--- src/rtl/cdb_pkg.sv ---
// Shared types and default widths for the common-data-bus scheduler.
package cdb_pkg;

  localparam int XLEN          = 32;
  localparam int ROB_TAG_WIDTH = 5;

  typedef struct packed {
    logic [XLEN-1:0]          value;
    logic [ROB_TAG_WIDTH-1:0] tag;
  } cdb_packet_t;

endpackage

--- src/rtl/lsb_fixed_priority_arbiter.sv ---
// One-hot grant of the lowest-indexed asserted request bit.
module lsb_fixed_priority_arbiter #(
  parameter int N = 4
) (
  input  logic [N-1:0] req_i,
  output logic [N-1:0] gnt_o
);

  // Two's complement isolates the lowest set bit.
  assign gnt_o = req_i & (-req_i);

endmodule

--- src/rtl/round_robin_arbiter.sv ---
// Round-robin one-hot arbiter: first request at or above ptr_i, wrapping to index 0.
module round_robin_arbiter #(
  parameter int N     = 4,
  parameter int PTR_W = 2
) (
  input  logic [N-1:0]     req_i,
  input  logic [PTR_W-1:0] ptr_i,
  output logic [N-1:0]     gnt_o
);

  logic [N-1:0] mask;
  logic [N-1:0] req_masked;
  logic [N-1:0] gnt_masked;
  logic [N-1:0] gnt_unmasked;

  always_comb begin
    mask = '0;
    for (int i = 0; i < N; i++) begin
      mask[i] = (i >= int'(ptr_i));
    end
  end

  assign req_masked = req_i & mask;

  lsb_fixed_priority_arbiter #(.N(N)) u_masked (
    .req_i (req_masked),
    .gnt_o (gnt_masked)
  );

  lsb_fixed_priority_arbiter #(.N(N)) u_unmasked (
    .req_i (req_i),
    .gnt_o (gnt_unmasked)
  );

  // Nothing at or above the pointer means the search wraps to the low indices.
  assign gnt_o = (|gnt_masked) ? gnt_masked : gnt_unmasked;

endmodule

--- src/rtl/cdb_scheduler.sv ---
// Per-unit holding registers feeding a single CDB, one broadcast per cycle.
// Define CDB_SCHED_FIXED_PRIORITY_EN for LSB fixed priority instead of round-robin.
module cdb_scheduler #(
  parameter int N             = 4,
  parameter int XLEN          = cdb_pkg::XLEN,
  parameter int ROB_TAG_WIDTH = cdb_pkg::ROB_TAG_WIDTH
) (
  input  logic                       clk,
  input  logic                       reset_n,
  input  logic                       flush,
  input  logic [N-1:0]               fu_valid,
  input  logic [N*XLEN-1:0]          fu_value,
  input  logic [N*ROB_TAG_WIDTH-1:0] fu_tag,
  output logic [N-1:0]               fu_ready,
  output logic                       cdb_valid,
  output logic [XLEN-1:0]            cdb_value,
  output logic [ROB_TAG_WIDTH-1:0]   cdb_tag,
  output logic [N-1:0]               cdb_grant
);

  import cdb_pkg::*;

  logic [N-1:0]             occ_q, occ_d;
  logic [XLEN-1:0]          val_q [N];
  logic [XLEN-1:0]          val_d [N];
  logic [ROB_TAG_WIDTH-1:0] tag_q [N];
  logic [ROB_TAG_WIDTH-1:0] tag_d [N];
  logic [N-1:0]             arb_gnt;
  logic [N-1:0]             gnt;

`ifdef CDB_SCHED_FIXED_PRIORITY_EN
  lsb_fixed_priority_arbiter #(.N(N)) u_arb (
    .req_i (occ_q),
    .gnt_o (arb_gnt)
  );
`else
  localparam int PW = (N > 1) ? $clog2(N) : 1;

  logic [PW-1:0] ptr_q, ptr_d;

  round_robin_arbiter #(.N(N), .PTR_W(PW)) u_arb (
    .req_i (occ_q),
    .ptr_i (ptr_q),
    .gnt_o (arb_gnt)
  );

  always_comb begin
    ptr_d = ptr_q;
    for (int i = 0; i < N; i++) begin
      if (gnt[i]) ptr_d = (i == N - 1) ? '0 : PW'(i + 1);
    end
  end

  always_ff @(posedge clk or negedge reset_n) begin
    if (!reset_n) ptr_q <= '0;
    else          ptr_q <= ptr_d;
  end
`endif

  // Flush silences the bus and refuses new results for the whole cycle.
  assign gnt       = flush ? '0 : arb_gnt;
  assign cdb_grant = gnt;
  assign cdb_valid = |gnt;
  assign fu_ready  = flush ? '0 : (~occ_q | gnt);

  always_comb begin
    cdb_value = '0;
    cdb_tag   = '0;
    for (int i = 0; i < N; i++) begin
      if (gnt[i]) begin
        cdb_value = cdb_value | val_q[i];
        cdb_tag   = cdb_tag | tag_q[i];
      end
    end
  end

  // A load takes precedence over the drain so a granted register refills in place.
  always_comb begin
    occ_d = occ_q;
    for (int i = 0; i < N; i++) begin
      val_d[i] = val_q[i];
      tag_d[i] = tag_q[i];
      if (flush) begin
        occ_d[i] = 1'b0;
      end else if (fu_valid[i] && fu_ready[i]) begin
        occ_d[i] = 1'b1;
        val_d[i] = fu_value[i*XLEN +: XLEN];
        tag_d[i] = fu_tag[i*ROB_TAG_WIDTH +: ROB_TAG_WIDTH];
      end else if (gnt[i]) begin
        occ_d[i] = 1'b0;
      end
    end
  end

  always_ff @(posedge clk or negedge reset_n) begin
    if (!reset_n) begin
      occ_q <= '0;
      for (int i = 0; i < N; i++) begin
        val_q[i] <= '0;
        tag_q[i] <= '0;
      end
    end else begin
      occ_q <= occ_d;
      for (int i = 0; i < N; i++) begin
        val_q[i] <= val_d[i];
        tag_q[i] <= tag_d[i];
      end
    end
  end

  grant_onehot_a: assert property (@(posedge clk) disable iff (!reset_n)
    $onehot0(cdb_grant));

  flush_quiet_a: assert property (@(posedge clk) disable iff (!reset_n)
    flush |-> (cdb_grant == '0 && fu_ready == '0));

endmodule

--- config.mk ---
export PLATFORM = sky130hd
export DESIGN_NAME = cdb_scheduler
export DESIGN_NICKNAME = d
export VERILOG_FILES = /design/src/rtl/cdb_pkg.sv /design/src/rtl/lsb_fixed_priority_arbiter.sv /design/src/rtl/round_robin_arbiter.sv /design/src/rtl/cdb_scheduler.sv
export SDC_FILE = /design/constraint.sdc
export NUM_CORES = 1
export LEC_CHECK = 0
export BUFFER_PORTS_ARGS = -buffer_cell sky130_fd_sc_hd__buf_2
export CELL_PAD_IN_SITES_DETAIL_PLACEMENT = 0
export CELL_PAD_IN_SITES_GLOBAL_PLACEMENT = 1
export CORE_UTILIZATION = 41
export DETAILED_ROUTE_END_ITERATION = 6
export PLACE_DENSITY_LB_ADDON = 0.1
export SYNTH_ARGS = -nofsm -noshare
export SYNTH_HDL_FRONTEND = slang
export SYNTH_SLANG_ARGS = --single-unit
--- constraint.sdc ---
create_clock -name clk -period 2.5 [get_ports clk]
set_input_delay 0.25 -clock clk [delete_from_list [all_inputs] [get_ports clk]]
set_output_delay 0.25 -clock clk [all_outputs]
set_load 0.005 [all_outputs]
==> run summary <==
The maximum number of pins on one net before global-route repair came out at 66. By area, the combinational part of the netlist is dominated by multiplexers. The routing usage on met3 is around 6.6%. The source-to-sink clock delay at the later pin of the worst-skew pair came out at around 0.43 ns. Tracing the worst setup path back leads to its startpoint at ptr_q[1]. The minimum period implied by the final worst setup slack came out at 2.547 ns. The yosys synthesis warning count came out at 0. The number of different library cells used by synthesis comes to 37.

The met1 track utilization from global routing is between 20 and 30%. The critical register-to-register path startpoint is ptr_q[1]. 201 I/O pins were placed. TritonCTS built the clock tree. Walking the worst path, the cells encountered are buf_12 > or2_4 > a21oi_4 > a2111oi_4 > buf_6 > buf_4 > buf_6 > a221o_1 > buf_2.

The total count of max-transition violations in the final report came to 0. At the end of routability-driven placement, the weighted congestion stood at 0.8105. The via count is 5339. The die covers approximately 0.018 mm². The number of antenna violations at the first check in global routing is 5.

The delay of the slowest critical-path stage is 0.42 ns. In the synthesized netlist the dominant register cell turns out to be sky130_fd_sc_hd__dfrtp_1. The sequential standard cell area came out at 0.003861 mm². The fraction of synthesized cell area in xor and xnor cells came out at 0%. The count of nets left with antenna violations once routing finished came out at 0. The via count of the first global-routing pass is 5574. STA classifies the critical path startpoint as a flip-flop.

The net count of the mapped netlist came out at 703. For this configuration, the core starts out at a cell density of 42.43%. The remaining design rule violation count is 0. The sort of element at the end of the critical path is an output port. The hold violation total from the final report is 0.

The count of port buffers added during placement came out at 200. The post-synthesis cell count is 548. The maximum clock rate is 392.7 MHz. The multi-input gate area in the final layout is 0.003124 mm². The slew of the pin with the lowest slew margin is 0.7002 ns. The area share of and/or/nand/nor cells after synthesis is between 5 and 6%.

For this run, the register share of the synthesized area comes to 54.19%. Dividing the final minimum period by the clock period gives 101.9%. The fraction of layout cells with a size suffix above 1 is between 50% and 60%. Among all stages on the critical path, the largest delay is contributed by sky130_fd_sc_hd__dfrtp_2.

Fill cells in the final layout number ~1500. The worst register-to-register path ends at val_q[85]. The areal power density over the cells came out at 898.6 mW/mm². The compound-gate portion of the synthesized area came out at between 10% and 20%. Counting stages on the worst path, the most repeated cell is sky130_fd_sc_hd__buf_6.

The total grt overflow came out at 0. The cell family contributing the most delay on the critical path is buffers and inverters. The maximum clock insertion buffer count came out at 2. Setup violations remaining at the end of the flow were counted as 14. The arrival time at the worst endpoint is 2.30 ns. The global-route met2 utilization is 35.38%. Of the post-synthesis cell area, the part taken by muxes is 25.02%.

The required time of the worst setup path is about 2.3 ns. Relative to the synthesized area, the layout overhead comes to 30.79%. The worst hold slack after final layout is 0.03473 ns. The post-synthesis average cell area is about 13 µm². The total routed wirelength is 19.86 mm. The final-stage net count came out at 920.

The core region is 0.01676 mm². The final setup skew is 0.006571 ns. The length in cells of the worst reg-to-reg path is 8.

Setup slack on the critical path of the routed design comes to -0.04659 ns. Dividing the detail-routed via count by the number of cells gives 5.334. The floorplan step set the die width to 133.7 µm. The fraction of synthesis flops using an asynchronous set or reset pin is 100.0%. The count of standard-cell rows is 47. The number of buffer and inverter instances along the worst setup path is 5.

The max-cap violation count is 0. The HPWL after detailed placement is 13.53 mm. The register bit total from synthesis came out at about 150.

The cell area after placement is 0.008432 mm². The path class of the lowest-slack min-delay path is input port to flip-flop. The number of clock buffers inserted by TritonCTS came out at 17. In this run the number of H-tree levels came out at 4. The critical path ends at cdb_tag[2].

The maximum fanout encountered on the critical timing path came out at 5. The post-route cell area is 0.009301 mm². Before antenna repair, the detailed router went through 5 iterations. After clock tree synthesis, the clock-pin slew on the worst setup and hold paths is 0.06 ns. By startpoint and endpoint, the worst setup path is classified as flip-flop to output port.

The worst reg-to-reg setup slack is 0.24 ns. The max-slew headroom at the worst pin is 53.11%. The global-route usage over all layers is a little under a quarter. The peak supply drop came out at 0.0005174 V. The number of synthesized flops with an enable pin is 0. The synthesized netlist devotes 0% of its cell area to adder and majority cells. The sum of negative setup slack came out at -0.2902 ns. The global-route wire length before repair came out at a little over 30 mm.

The synthesized cell area is between 0.007 and 0.008 mm². The count of routing violations after the opening detailed-route iteration is between 200 and 300. The global routing stage identified its most utilized layer as met2.

The number of clock sinks came out at about 150. Counting buffers and inverters, the worst setup path is 9 cells deep. Setup repair after global routing could not meet its margin everywhere.

The final total power came out at 0.008358 W. The cell at the root of the clock tree is sky130_fd_sc_hd__clkbuf_16. After detailed routing, the average wire length per cell comes to 19.84 µm.

The final reports fail on negative setup slack. The leakage dissipation is 4.353 nW. The flow ran to the end, but the final reports show violations. The chip height came out at 133.7 µm.
[area by class of cell]
| type | instances | share of cell area, % |
|---|---|---|
| diodes | 3 | 0.08071 |
| repair buffers | 240 | 14.90 |
| clock inverters | 11 | 1.803 |
| flip-flops and latches | 154 | 41.51 |
| clock buffers | 21 | 4.950 |
| multi-input cells | 347 | 33.59 |
| inverters | 5 | 0.2018 |
| well taps | 220 | 2.959 |
[metal layers]
metal  vias up  share of wire (%)
met5         -               0.14
met4         4                1.5
met3        27                6.4
met2       172                 48
met1      2691                 44
li1       2445                  -
[state kept, by name, indices dropped and copies added, names as in the netlist]
name / flops
occ_q: 4
ptr_q: 2
tag_q: 20
val_q: 128
[report_power, final]
part | internal [W] | switching [W] | leakage [nW] | total, W
clock network | 0.00172 | 0.00102 | 0.303 | 0.00275
logic | 0.00122 | 0.00101 | 2.25 | 0.00223
registers | 0.00306 | 0.000322 | 1.80 | 0.00338
total | 0.00600 | 0.00235 | 4.35 | 0.00836
[worst min path at each step]
stage                       from   endpoint  slack (ns)  depth (start not counted)
finish              fu_value[86]  val_q[54]        0.03                          2
global route        fu_value[86]  val_q[54]        0.03                          2
CTS                 fu_value[86]  val_q[54]        0.02                          2
detailed placement       reset_n   occ_q[2]        0.30                          1
global placement         reset_n   occ_q[0]        0.29                          1
floorplan                reset_n   occ_q[0]       -0.05                          0
[cells in the mapped netlist, types with 3 or more instances]
cell                         n  area share, %
sky130_fd_sc_hd__nor2_1      6           0.32
sky130_fd_sc_hd__dfrtp_1   154             54
sky130_fd_sc_hd__o22ai_1    37            3.3
sky130_fd_sc_hd__clkbuf_1   15           0.79
sky130_fd_sc_hd__inv_1       4           0.21
sky130_fd_sc_hd__nand2b_1    6           0.53
sky130_fd_sc_hd__a21oi_1     7           0.49
sky130_fd_sc_hd__mux2_2    116             18
sky130_fd_sc_hd__nand2_1    75            4.0
sky130_fd_sc_hd__buf_4       3           0.32
sky130_fd_sc_hd__nor2b_1     6           0.53
sky130_fd_sc_hd__mux2_4     30            6.3
sky130_fd_sc_hd__a221o_1    37            5.2
sky130_fd_sc_hd__buf_2      17            1.2
sky130_fd_sc_hd__buf_6       6           0.95
[stage by stage]
stage	utilization [%]	instances	worst slack [ns]
after floorplan	-	548	0.5698
after global placement	50.31	949	0.3885
after detailed placement	50.31	949	0.3545
after CTS	54.58	988	0.001541
after global routing	55.48	1000	-0.1029
final	55.50	1001	-0.04659
[layout by cell type (no fill, tap or decap), types with 4 or more instances in the layout]
| master | count |
|---|---|
| sky130_fd_sc_hd__buf_2 | 200 |
| sky130_fd_sc_hd__bufinv_16 | 4 |
| sky130_fd_sc_hd__mux2_2 | 116 |
| sky130_fd_sc_hd__o22ai_1 | 36 |
| sky130_fd_sc_hd__a221o_1 | 37 |
| sky130_fd_sc_hd__inv_1 | 4 |
| sky130_fd_sc_hd__dfrtp_1 | 148 |
| sky130_fd_sc_hd__nor2_1 | 5 |
| sky130_fd_sc_hd__buf_12 | 5 |
| sky130_fd_sc_hd__mux2_4 | 30 |
| sky130_fd_sc_hd__buf_6 | 4 |
| sky130_fd_sc_hd__nor2b_1 | 4 |
| sky130_fd_sc_hd__buf_4 | 29 |
| sky130_fd_sc_hd__dfrtp_2 | 6 |
| sky130_fd_sc_hd__clkbuf_16 | 17 |
| sky130_fd_sc_hd__a21oi_1 | 5 |
| sky130_fd_sc_hd__nand2_1 | 74 |
[cells by family (layout without fill, tap and decap cells)]
kind of cell / after synthesis / count (layout)
AO/OA/AOI/OAI: 99 / 99
other: 0 / 3
buffers and inverters: 48 / 277
multiplexers: 148 / 148
AND/OR/NAND/NOR: 99 / 100
flip-flops: 154 / 154
[worst register-to-register path: stages (launching register included)]
cell	delay [ns]
sky130_fd_sc_hd__dfrtp_2	0.42
sky130_fd_sc_hd__buf_12	0.13
sky130_fd_sc_hd__buf_4	0.13
sky130_fd_sc_hd__nor2b_1	0.27
sky130_fd_sc_hd__a211oi_4	0.08
sky130_fd_sc_hd__buf_12	0.19
sky130_fd_sc_hd__a21oi_4	0.27
sky130_fd_sc_hd__buf_12	0.25
sky130_fd_sc_hd__mux2_2	0.40
[repair_timing]
item	in CTS	in global routing
hold buffers	1	0
resized for setup	9	17
buffers inserted	5	8
gates cloned	1	2
setup endpoints to repair	38	38
endpoints found under the hold margin	62	0
pin swaps	1	1
Power figures use the tool's default switching activity.
